`src/rtl/region_dispatcher.sv`:
```
// region_dispatcher
//   Forwards each metadata beat to the region picked by the load balancer
//   (lb_ctrl) and, when the request carries a body, streams the body beats to
//   that same region. Per-region outstanding-request counters and the last
//   dispatched operator ID are exported to the balancer as region status.
//
// Ports
//   aclk, aresetn            clock, synchronous active-low reset
//   meta_in_*, lb_ctrl       upstream metadata stream plus target region
//   bdy_in_*                 upstream body stream
//   reg_meta_*               per-region metadata valid/ready, shared data bus
//   reg_bdy_*                per-region body valid/ready, shared data/tlast
//   done_valid               per-region completion pulse (decrements load)
//   region_stats_out         {oid, load} per region, region r at [r*W +: W]
//   region_full              load at its maximum; new requests to it stall
//   err_underflow            sticky: completion seen on a region with load 0
//
// state | meaning
// ------+----------------------------------------------------------------
// IDLE  | waiting for a metadata beat whose target region is not full
// META  | presenting latched metadata to region sel until it is accepted
// BODY  | passing body beats through to region sel until the tlast beat
module region_dispatcher #(
    parameter int HTTP_META_WIDTH   = 98,
    parameter int HTTP_DATA_WIDTH   = 512,
    parameter int OPERATOR_ID_WIDTH = 16,
    parameter int N_REGIONS         = 4,
    parameter int QDEPTH            = 16
) (
    input  logic                                  aclk,
    input  logic                                  aresetn,
    input  logic                                  meta_in_tvalid,
    output logic                                  meta_in_tready,
    input  logic [HTTP_META_WIDTH-1:0]            meta_in_tdata,
    input  logic [$clog2(N_REGIONS)-1:0]          lb_ctrl,
    input  logic                                  bdy_in_tvalid,
    output logic                                  bdy_in_tready,
    input  logic [HTTP_DATA_WIDTH-1:0]            bdy_in_tdata,
    input  logic                                  bdy_in_tlast,
    output logic [N_REGIONS-1:0]                  reg_meta_tvalid,
    input  logic [N_REGIONS-1:0]                  reg_meta_tready,
    output logic [HTTP_META_WIDTH-1:0]            reg_meta_tdata,
    output logic [N_REGIONS-1:0]                  reg_bdy_tvalid,
    input  logic [N_REGIONS-1:0]                  reg_bdy_tready,
    output logic [HTTP_DATA_WIDTH-1:0]            reg_bdy_tdata,
    output logic                                  reg_bdy_tlast,
    input  logic [N_REGIONS-1:0]                  done_valid,
    output logic [N_REGIONS*(OPERATOR_ID_WIDTH+$clog2(QDEPTH))-1:0] region_stats_out,
    output logic [N_REGIONS-1:0]                  region_full,
    output logic                                  err_underflow
);

    localparam int SEL_BITS  = $clog2(N_REGIONS);
    localparam int LOAD_BITS = $clog2(QDEPTH);
    localparam int STAT_W    = OPERATOR_ID_WIDTH + LOAD_BITS;
    localparam logic [LOAD_BITS-1:0] LOAD_MAX = '1;

    generate
        if (N_REGIONS < 2 || (N_REGIONS & (N_REGIONS - 1)) != 0) begin : g_bad_regions
            $error("region_dispatcher: N_REGIONS must be a power of two >= 2");
        end
    endgenerate

    typedef enum logic [1:0] {
        S_IDLE = 2'd0,
        S_META = 2'd1,
        S_BODY = 2'd2
    } state_t;

    state_t                        state;
    state_t                        state_nxt;
    logic [SEL_BITS-1:0]           sel;
    logic [HTTP_META_WIDTH-1:0]    meta_q;
    logic [LOAD_BITS-1:0]          load [N_REGIONS];
    logic [OPERATOR_ID_WIDTH-1:0]  oid  [N_REGIONS];

    logic                          meta_in_hs;
    logic                          meta_out_hs;
    logic                          body_last_hs;
    logic [N_REGIONS-1:0]          disp_inc;
    logic [N_REGIONS-1:0]          uflow;

    assign meta_in_hs   = meta_in_tvalid && meta_in_tready;
    assign meta_out_hs  = (state == S_META) && reg_meta_tready[sel];
    assign body_last_hs = (state == S_BODY) && bdy_in_tvalid && reg_bdy_tready[sel]
                          && bdy_in_tlast;

    // ---------------- state register ----------------
    always_ff @(posedge aclk) begin
        if (!aresetn) begin
            state <= S_IDLE;
        end else begin
            state <= state_nxt;
        end
    end

    // ---------------- next-state logic ----------------
    always_comb begin
        state_nxt = state;
        case (state)
            S_IDLE: if (meta_in_hs) state_nxt = S_META;
            S_META: if (meta_out_hs) begin
                state_nxt = meta_q[OPERATOR_ID_WIDTH] ? S_BODY : S_IDLE;
            end
            S_BODY: if (body_last_hs) state_nxt = S_IDLE;
            default: state_nxt = S_IDLE;
        endcase
    end

    // ---------------- output logic ----------------
    always_comb begin
        meta_in_tready  = 1'b0;
        reg_meta_tvalid = '0;
        reg_bdy_tvalid  = '0;
        bdy_in_tready   = 1'b0;
        reg_bdy_tdata   = '0;
        reg_bdy_tlast   = 1'b0;
        case (state)
            // A full target stalls; lb_ctrl may change while we wait.
            S_IDLE: meta_in_tready = meta_in_tvalid && !region_full[lb_ctrl];
            S_META: reg_meta_tvalid[sel] = 1'b1;
            S_BODY: begin
                reg_bdy_tvalid[sel] = bdy_in_tvalid;
                bdy_in_tready       = reg_bdy_tready[sel];
                reg_bdy_tdata       = bdy_in_tdata;
                reg_bdy_tlast       = bdy_in_tlast;
            end
            default: ;
        endcase
    end

    assign reg_meta_tdata = meta_q;

    // ---------------- request latch ----------------
    always_ff @(posedge aclk) begin
        if (!aresetn) begin
            sel    <= '0;
            meta_q <= '0;
        end else if (meta_in_hs) begin
            sel    <= lb_ctrl;
            meta_q <= meta_in_tdata;
        end
    end

    // ---------------- per-region load / oid ----------------
    always_comb begin
        disp_inc = '0;
        if (meta_out_hs) disp_inc[sel] = 1'b1;
    end

    // A dispatch in the same cycle as a completion cancels it, so it is not an
    // underflow even when the load is 0.
    always_comb begin
        uflow = '0;
        for (int r = 0; r < N_REGIONS; r++) begin
            uflow[r] = done_valid[r] && !disp_inc[r] && (load[r] == '0);
        end
    end

    always_ff @(posedge aclk) begin
        if (!aresetn) begin
            for (int r = 0; r < N_REGIONS; r++) begin
                load[r] <= '0;
                oid[r]  <= '0;
            end
            err_underflow <= 1'b0;
        end else begin
            for (int r = 0; r < N_REGIONS; r++) begin
                if (disp_inc[r] && !done_valid[r]) begin
                    load[r] <= load[r] + 1'b1;
                end else if (!disp_inc[r] && done_valid[r] && (load[r] != '0)) begin
                    load[r] <= load[r] - 1'b1;
                end
                if (disp_inc[r]) begin
                    oid[r] <= meta_q[OPERATOR_ID_WIDTH-1:0];
                end
            end
            if (|uflow) err_underflow <= 1'b1;
        end
    end

    // ---------------- status export ----------------
    generate
        for (genvar g = 0; g < N_REGIONS; g++) begin : g_stats
            assign region_stats_out[g*STAT_W +: STAT_W] = {oid[g], load[g]};
            assign region_full[g] = (load[g] == LOAD_MAX);
        end
    endgenerate

endmodule
```
`config.mk`:
```
export PLATFORM = sky130hd
export DESIGN_NAME = region_dispatcher
export DESIGN_NICKNAME = d
export VERILOG_FILES = /design/src/rtl/region_dispatcher.sv
export SDC_FILE = /design/constraint.sdc
export NUM_CORES = 1
export LEC_CHECK = 0
export CORE_AREA = 2 2 520 522
export DETAILED_ROUTE_END_ITERATION = 10
export DIE_AREA = 0 0 522 524
export GPL_TIMING_DRIVEN = 0
export PLACE_DENSITY = 0.3
export REMOVE_ABC_BUFFERS = 1
export SETUP_SLACK_MARGIN = 0.2
export SLEW_MARGIN = 0
export SYNTH_ARGS = -nofsm -noshare
export SYNTH_HDL_FRONTEND = slang
export SYNTH_SLANG_ARGS = --single-unit
```
`constraint.sdc`:
```
create_clock -name aclk -period 5.4 [get_ports aclk]
set_input_delay 1.35 -clock aclk [delete_from_list [all_inputs] [get_ports aclk]]
set_output_delay 1.35 -clock aclk [all_outputs]
set_load 0.03 [all_outputs]
```
==> results by group, run 1 <==
Critical path
  – Worst Reg2Reg Path Length in Cells: 10
  – Maximum fanout count along the critical path: 15
  – Startpoint type of the worst setup path: input pin
  – Critical path's largest stage delay: 0.58 ns
  – Worst R2R Setup Slack: 2.37 ns
  – Top Family by Delay on Critical Path: buffers and inverters
  – Reg-to-Reg Start: sel[0]$_SDFFE_PN0P_
  – Type of element capturing the critical path: output port
  – Crit-path cells: clkdlybuf4s50_1, a41oi_2, a21oi_1, o31a_2, buf_12, inv_1, clkdlybuf4s15_2
  – Endpoint of the worst register-to-register path: load[0][7]$_SDFFCE_PN0P_
  – Crit path DAT: 3.71 ns
  – Worst endpoint required time: 4.05 ns
  – CP Class: in2out
  – Buf+Inv Stages, Crit Path: 4
  – Slowest cell on crit path: sky130_fd_sc_hd__clkdlybuf4s50_1

Placed design
  – Buffers added on ports: 1334
  – Final HPWL DP: 259000 µm
  – Routability cong.: 0.958
  – Cells after DPL: 6130

Yosys
  – Average size of a mapped cell: 8.71 µm²
  – Share of the yosys chip area belonging to registers: 0.388
  – Share of async-settable or async-resettable flops after synthesis: 0
  – Syn Inst Count: 1321
  – Yosys cell types: 58
  – Number of enable-type register cells in the synthesized netlist: 80
  – Synth warn: 0
  – Synth Cell Area: 11500 µm²
  – Top_reg_cell synth: sky130_fd_sc_hd__dfxtp_1
  – Number of synthesized register bits: 183

Global route
  – First-pass GRT wire length: 310000 µm
  – Met2 Resource Use GR: 0.358
  – Most crowded layer after global routing: met2
  – Initial antenna violation count: 362
  – GRT met3 Usage: 0.147
  – Vias in the first global route: 16.1k
  – Total overflow reported by the global router: 0
  – Pin count of the biggest net entering global routing: 126
  – Global Route Usage Sum: 0.194
  – Met1 track demand over resource: 0.163

Clock tree
  – Longest Clk Path Bufs: 2
  – Clock Pin Slew Worst Setup and Hold Paths: 0.09 ns
  – Cts-stage hold buffer count: 0
  – H-tree lvl count: 4
  – Number of CTS-inserted buffers: 17
  – Root buffer cell: sky130_fd_sc_hd__clkbuf_16
  – TritonCTS clock tree: built
  – Clock network latency to the later pin of the worst-skew pair: 0.51 ns
  – Number of sinks handled by clock tree synthesis: 183

Floorplan
  – IO Pins: 1335
  – Die outline area: 274000 µm²
  – Initial Util: 0.0430
  – Height of the chip: 524 µm
  – FP Rows: 190
  – Core ar.: 267000 µm²
  – X dimension of the die: 522 µm

STA
  – Worst-margin pin slew: 1.13 ns
  – F_max: 0.198 GHz
  – Hold violation total from the final report: 0
  – Final worst path period share: 0.937
  – Setup repair after global routing missed its margin: false
  – Minimum period implied by the final worst setup slack: 5.06 ns
  – Final hold slack: 0.461 ns
  – Final count of pins violating max slew: 0
  – Final clock skew: 0.0205 ns
  – Total of endpoints with negative setup slack in the final report: 0
  – Worst slew margin relative to its limit: 0.246

Detailed routing
  – Detailed router's first-iteration violation count: 647
  – Avg Vias per Cell: 2.64
  – DRT Pass-1 Iters: 5
  – DRC violation count after routing: 0
  – Routed via count: 16.4k
  – Final WL: 273000 µm
  – Detailed-route wire length per cell: 43.9 µm
  – Antenna violation net count after detailed routing: 0

Power and ir drop
  – Power Dens Cells: 150 nW/µm²
  – Leakage component of the power: 10.7 nW
  – VDD IR max: 0.200 mV

Cells and area
  – Non-filler cells, final: 6223
  – Area delta synth->final: 161%
  – Final core utilization: 0.112
  – Proportion of layout cells with a drive suffix above 1: 0.0314
  – Total Nets Final: 3242

Run
  – Maximum Capacitance Violations: 0

Run status
  – Result of the run: complete, no violations

Min path
  – Hold Path Stages: 2
  – Hold endpoint: reg_meta_tdata[77]$_SDFFE_PN0P_
  – Min-Delay Path Class: reg2reg
  – Source of the worst hold timing path: reg_meta_tdata[77]$_SDFFE_PN0P_
==> through the flow <==
step | cell area (µm²) | total power [W] | setup WS (ns) | setup TNS, ns
final | 30000 | 0.00450 | 0.341 | 0
after global routing | 30000 | 0.00472 | 0.243 | 0
after CTS | 29800 | 0.00462 | 0.201 | 0
after detailed placement | 29200 | 0.00318 | -0.325 | -0.325
after global placement | 28700 | 0.00324 | -28.09 | -
after floorplan | 10900 | 0.00214 | -9.19 | -4108.27
==> Yosys cell counts, types with 2 or more instances <==
library cell / count / area, µm²
sky130_fd_sc_hd__buf_12: 11 / 220
sky130_fd_sc_hd__nor2_1: 14 / 52.6
sky130_fd_sc_hd__o21ai_0: 9 / 45.0
sky130_fd_sc_hd__buf_2: 4 / 20.0
sky130_fd_sc_hd__clkbuf_1: 78 / 293
sky130_fd_sc_hd__nand4_1: 4 / 25.0
sky130_fd_sc_hd__dfxtp_1: 103 / 2060
sky130_fd_sc_hd__ha_1: 8 / 100
sky130_fd_sc_hd__a31oi_1: 2 / 12.5
sky130_fd_sc_hd__nor3_1: 5 / 25.0
sky130_fd_sc_hd__xor2_1: 3 / 26.3
sky130_fd_sc_hd__mux2i_1: 101 / 1010
sky130_fd_sc_hd__nor3b_1: 2 / 15.0
sky130_fd_sc_hd__inv_2: 2 / 7.51
sky130_fd_sc_hd__buf_4: 4 / 30.0
sky130_fd_sc_hd__xnor2_1: 3 / 26.3
sky130_fd_sc_hd__a21oi_1: 12 / 60.1
sky130_fd_sc_hd__nor3_2: 3 / 30.0
sky130_fd_sc_hd__mux4_2: 2 / 45.0
sky130_fd_sc_hd__nand2b_1: 2 / 12.5
sky130_fd_sc_hd__edfxtp_1: 80 / 2400
sky130_fd_sc_hd__and2_1: 578 / 3620
sky130_fd_sc_hd__a211oi_1: 2 / 15.0
sky130_fd_sc_hd__nor4_1: 3 / 18.8
sky130_fd_sc_hd__buf_6: 2 / 22.5
sky130_fd_sc_hd__o2111ai_1: 2 / 17.5
sky130_fd_sc_hd__fa_1: 3 / 60.1
sky130_fd_sc_hd__nand3_1: 6 / 30.0
sky130_fd_sc_hd__a21o_1: 3 / 22.5
sky130_fd_sc_hd__inv_1: 25 / 93.8
sky130_fd_sc_hd__nand2_1: 215 / 807
sky130_fd_sc_hd__o41ai_1: 2 / 17.5
sky130_fd_sc_hd__nand4bb_1: 3 / 33.8
==> logic make-up (layout without fill, tap and decap cells) <==
| group | count (synthesis) | in the layout | share of synthesized area |
|---|---|---|---|
| and+or+nand+nor | 847 | 848 | 0.416 |
| DFF | 183 | 183 | 0.388 |
| buffers and inverters | 127 | 1420 | 0.0600 |
| muxes | 103 | 103 | 0.0917 |
| AOI/OAI and AO/OA | 44 | 44 | 0.0255 |
| adders and majority gates | 11 | 11 | 0.0139 |
| xor gates and xnor gates | 6 | 6 | 0.00457 |
| other | 0 | 56 | 0 |
==> sequential cells by signal, indices dropped and copies added, names as in the netlist <==
signal and cells:
err_underflow 1, load 16, oid 64, reg_meta_tdata 98
sel 2, state 2
==> per-layer routing <==
| metal | vias to the layer above | routed length (µm) |
|---|---|---|
| met1 | 7327 | 81200 |
| met2 | 1448 | 137000 |
| met3 | 700 | 44600 |
| met4 | 124 | 9650 |
| li1 | 6845 | - |
| met5 | - | 805 |
==> worst register-to-register path, stage by stage, from the launching register on <==
cell and delay, ns:
sky130_fd_sc_hd__dfxtp_1 0.87, sky130_fd_sc_hd__nand4bb_1 0.38, sky130_fd_sc_hd__inv_1 0.22, sky130_fd_sc_hd__nand2_1 0.11
sky130_fd_sc_hd__nand4_1 0.20, sky130_fd_sc_hd__inv_1 0.09, sky130_fd_sc_hd__ha_1 0.28, sky130_fd_sc_hd__a21o_1 0.18
sky130_fd_sc_hd__a21oi_1 0.18, sky130_fd_sc_hd__xnor2_1 0.18, sky130_fd_sc_hd__mux2i_1 0.21
==> final cells by class <==
| type | count | area (µm²) |
|---|---|---|
| diodes | 56 | 140 |
| clock buffers | 17 | 425 |
| clock inverters | 15 | 184 |
| fillers | 30862 | 237000 |
| inverters | 27 | 101 |
| multi-input cells | 1012 | 6390 |
| flip-flops and latches | 183 | 4460 |
| well taps | 3552 | 4440 |
| repair buffers | 1361 | 13900 |
==> worst max-delay path by stage <==
stage | start | depth (start not counted) | end
after floorplan | state[1]$_SDFFE_PN0P_ | 3 | reg_bdy_tvalid[1]
after global placement | state[1]$_SDFFE_PN0P_ | 4 | reg_bdy_tvalid[1]
after detailed placement | lb_ctrl[1] | 7 | meta_in_tready
after CTS | state[1]$_SDFFE_PN0P_ | 7 | reg_bdy_tdata[413]
after global routing | lb_ctrl[1] | 7 | meta_in_tready
final | lb_ctrl[1] | 7 | meta_in_tready
==> layout by cell type, fill, tap and decap left out, drive strengths merged, types with 3 or more instances in the layout <==
cell | netlist | routed
nor3 | 9 | 9
xnor2 | 3 | 3
nand3 | 6 | 6
o21ai | 10 | 10
clkinv | 0 | 10
clkdlybuf4s50 | 0 | 1299
buf | 22 | 27
a21oi | 13 | 13
nand4bb | 3 | 3
dfxtp | 103 | 103
ha | 8 | 8
diode | 0 | 56
edfxtp | 80 | 80
nor3b | 3 | 3
nand4 | 4 | 4
dlygate4sd2 | 0 | 23
fa | 3 | 3
a21o | 3 | 3
dlymetal6s2s | 0 | 9
nand2 | 215 | 215
mux2i | 101 | 101
and2 | 578 | 578
nor2 | 14 | 14
xor2 | 3 | 3
clkbuf | 78 | 19
nor4 | 3 | 3
inv | 27 | 31
==> power breakdown <==
group          internal (W)  switching (W)
Sequential          0.00154       0.000105
Combinational      0.000729       0.000736
Clock              0.000627       0.000758
Total               0.00290        0.00160
==> repair_timing <==
| item | in CTS | in global routing |
|---|---|---|
| gates resized for setup | 28 | 11 |
| gates cloned | 1 | 0 |
| setup buffers | 0 | 3 |
| setup endpoints to repair | 35 | 24 |
| pin swaps | 0 | 0 |
Power figures use the tool's default switching activity.
==> run 2: changes to the inputs <==
- CTS_CLUSTER_SIZE: not set -> 30
- TNS_END_PERCENT: not set -> 20
==> results by group, run 2 (synthesis gave the netlist of run 1 again) <==
Detailed routing
  – Detailed router's first-iteration violation count: 650 (was 647)
  – Routed via count: 16.5k (was 16.4k)
  – Detailed-route wire length per cell: 43.9 µm (about the same)
  – Avg Vias per Cell: 2.64 (about the same)
  – Antenna violation net count after detailed routing: 0 (unchanged)
  – Final WL: 273000 µm (about the same)
  – DRC violation count after routing: 0 (unchanged)
  – DRT Pass-1 Iters: 5 (unchanged)

Critical path
  – Maximum fanout count along the critical path: 15 (unchanged)
  – Worst R2R Setup Slack: 2.38 ns (was 2.37 ns)
  – Reg-to-Reg Start: sel[0]$_SDFFE_PN0P_ (unchanged)
  – Crit path DAT: 3.88 ns (was 3.71 ns)
  – Endpoint of the worst register-to-register path: load[0][7]$_SDFFCE_PN0P_ (unchanged)
  – Worst endpoint required time: 4.05 ns (about the same)
  – Worst Reg2Reg Path Length in Cells: 10 (unchanged)
  – Type of element capturing the critical path: output port (unchanged)
  – CP Class: in2out (unchanged)
  – Startpoint type of the worst setup path: input pin (unchanged)

Run
  – Maximum Capacitance Violations: 0 (unchanged)

STA
  – Worst-margin pin slew: 1.13 ns (about the same)
  – F_max: 0.191 GHz (was 0.198 GHz)
  – Minimum period implied by the final worst setup slack: 5.23 ns (was 5.06 ns)
  – Setup TNS: 0 ns (unchanged)
  – Worst slew margin relative to its limit: 0.246 (about the same)
  – Setup WS post-layout: 0.170 ns (was 0.341 ns)
  – Final count of pins violating max slew: 0 (unchanged)
  – Setup repair after global routing missed its margin: true (was false)
  – Total of endpoints with negative setup slack in the final report: 0 (unchanged)
  – Hold violation total from the final report: 0 (unchanged)
  – Final clock skew: 0.0206 ns (was 0.0205 ns)
  – Final worst path period share: 0.969 (was 0.937)

Clock tree
  – Clock network latency to the later pin of the worst-skew pair: 0.51 ns (about the same)
  – Number of CTS-inserted buffers: 17 (unchanged)
  – Number of sinks handled by clock tree synthesis: 183 (unchanged)
  – TritonCTS clock tree: built (unchanged)
  – Clock Pin Slew Worst Setup and Hold Paths: 0.09 ns (about the same)
  – Setup Buffers After CTS: 0 (unchanged)
  – H-tree lvl count: 4 (unchanged)
  – Root buffer cell: sky130_fd_sc_hd__clkbuf_16 (unchanged)
  – Longest Clk Path Bufs: 2 (unchanged)

Global route
  – Initial antenna violation count: 362 (unchanged)
  – Total overflow reported by the global router: 0 (unchanged)
  – Vias in the first global route: 16.1k (about the same)
  – Global Route Usage Sum: 0.194 (about the same)
  – First-pass GRT wire length: 310000 µm (about the same)
  – Pin count of the biggest net entering global routing: 126 (unchanged)

Floorplan
  – FP Rows: 190 (unchanged)
  – Core ar.: 267000 µm² (unchanged)
  – Initial Util: 0.0430 (unchanged)
  – Die outline area: 274000 µm² (unchanged)
  – IO Pins: 1335 (unchanged)
  – X dimension of the die: 522 µm (unchanged)
  – Height of the chip: 524 µm (unchanged)

Placed design
  – Post-Place Worst Slack: -0.325 ns (unchanged)
  – Final HPWL DP: 259000 µm (unchanged)
  – Cells after DPL: 6130 (unchanged)
  – Buffers added on ports: 1334 (unchanged)
  – Routability cong.: 0.958 (unchanged)

Cells and area
  – Commonest cells after routing, fill and taps aside: 1303 x sky130_fd_sc_hd__clkdlybuf4s50_1, 578 x sky130_fd_sc_hd__and2_1, 215 x sky130_fd_sc_hd__nand2_1, 103 x sky130_fd_sc_hd__dfxtp_1, 101 x sky130_fd_sc_hd__mux2i_1 (was 1299 x sky130_fd_sc_hd__clkdlybuf4s50_1, 578 x sky130_fd_sc_hd__and2_1, 215 x sky130_fd_sc_hd__nand2_1, 103 x sky130_fd_sc_hd__dfxtp_1, 101 x sky130_fd_sc_hd__mux2i_1)
  – Most common cell after layout, fill and taps aside: sky130_fd_sc_hd__clkdlybuf4s50_1 (unchanged)
  – Proportion of layout cells with a drive suffix above 1: 0.0295 (was 0.0314)
  – Total Nets Final: 3239 (was 3242)
  – Non-filler cells, final: 6223 (unchanged)
  – Area delta synth->final: 161% (about the same)
  – Max FFs per register: 98 (unchanged)
  – Count of fill cells added during filler insertion: 30.9k (about the same)

Power and ir drop
  – Leakage component of the power: 10.6 nW (was 10.7 nW)
  – Clock network fraction of total power: 0.308 (about the same)
  – Net Sw Power: 0.00160 W (about the same)
  – Total design power: 0.00450 W (about the same)
  – Switch share: 0.356 (was 0.355)
  – Total internal power: 0.00290 W (about the same)
  – VDD IR max: 0.200 mV (about the same)
  – Power Dens Cells: 150 nW/µm² (about the same)
  – Combinational fraction of design power: 0.326 (about the same)
  – Part of the total power dissipated in sequential elements: 0.366 (about the same)

Run status
  – Result of the run: complete, no violations (unchanged)

Min path
  – Hold endpoint: reg_meta_tdata[77]$_SDFFE_PN0P_ (unchanged)
  – Min-Delay Path Class: reg2reg (unchanged)
  – Hold Path Stages: 2 (unchanged)
  – Source of the worst hold timing path: reg_meta_tdata[77]$_SDFFE_PN0P_ (unchanged)
## run 2: cell count changes in the layout (fill, tap and decap cells not counted)
cell / delta
sky130_fd_sc_hd__clkdlybuf4s50_1: +4
sky130_fd_sc_hd__dlymetal6s2s_1: -4
sky130_fd_sc_hd__diode_2: +3
sky130_fd_sc_hd__buf_4: -2
sky130_fd_sc_hd__a41oi_1: +1
sky130_fd_sc_hd__a41oi_2: -1
sky130_fd_sc_hd__buf_12: -1
sky130_fd_sc_hd__clkbuf_2: -1
sky130_fd_sc_hd__dlygate4sd2_1: +1
## run 2: worst max-delay path: stages
cell                              delay [ns]
sky130_fd_sc_hd__clkdlybuf4s50_1        0.58
sky130_fd_sc_hd__a41oi_1                0.50
sky130_fd_sc_hd__a21oi_1                0.11
sky130_fd_sc_hd__o31a_2                 0.53
sky130_fd_sc_hd__buf_12                 0.24
sky130_fd_sc_hd__inv_1                  0.13
sky130_fd_sc_hd__clkdlybuf4s15_2        0.41
## run 2: per-stage QoR
stage / utilization / hold slack [ns] / instance area [µm²]
floorplan: - / 0.582 / 10900
global placement: 0.107 / 0.447 / 28700
detailed placement: 0.109 / 0.454 / 29200
CTS: 0.111 / 0.466 / 29800
global route: 0.112 / 0.476 / 29900
finish: 0.112 / 0.461 / 30000
## run 2: repair_timing
item                       in CTS  in global routing
resized for setup              27                  5
gates cloned                    1                  0
setup endpoints to repair      35                 25
hold buffers                    0                  0
## run 2: worst max path at each step
stage | from | to | slack (ns) | cells past startpoint
3_3_place_gp | state[1]$_SDFFE_PN0P_ | reg_bdy_tvalid[1] | -28.09 | 4
5_1_grt | state[1]$_SDFFE_PN0P_ | reg_bdy_tdata[140] | 0.10 | 7
4_1_cts | lb_ctrl[1] | meta_in_tready | 0.13 | 7
6_report | lb_ctrl[1] | meta_in_tready | 0.17 | 7
2_1_floorplan | state[1]$_SDFFE_PN0P_ | reg_bdy_tvalid[1] | -9.19 | 3
3_5_place_dp | lb_ctrl[1] | meta_in_tready | -0.33 | 7
## run 2: cell type report
type	instances	area, µm²	share of cell area
timing repair buffer	1358	13800	0.461
multi-input combinational	1012	6380	0.213
sequential	183	4460	0.149
tap	3552	4440	0.148
clock buffer	17	425	0.0142
clock inverter	15	184	0.00613
antenna	59	148	0.00492
inverter	27	101	0.00338
## run 2: power by group through the flow
stage	Clock, W	Combinational (W)	Sequential [W]
finish	0.00139	0.00146	0.00165
global route	0.00150	0.00156	0.00166
CTS	0.00147	0.00150	0.00165
detailed placement	0	0.00149	0.00168
global placement	0	0.00155	0.00169
floorplan	0	0.000322	0.00182
## run 2: layer usage
layer  GRT usage  vias up  share of wire
li1            -     6839              -
met1       0.163     7350           0.30
met2       0.358     1438           0.50
met3       0.147      700           0.16
met4      0.0396      124          0.035
met5    0.000173        -         0.0030
==> run 3: changes to the inputs <==
- ABC_CLOCK_PERIOD_IN_PS: not set -> 5400
==> results of run 3 <==
The final DEF is identical to that of run 2; final timing and power are the same.
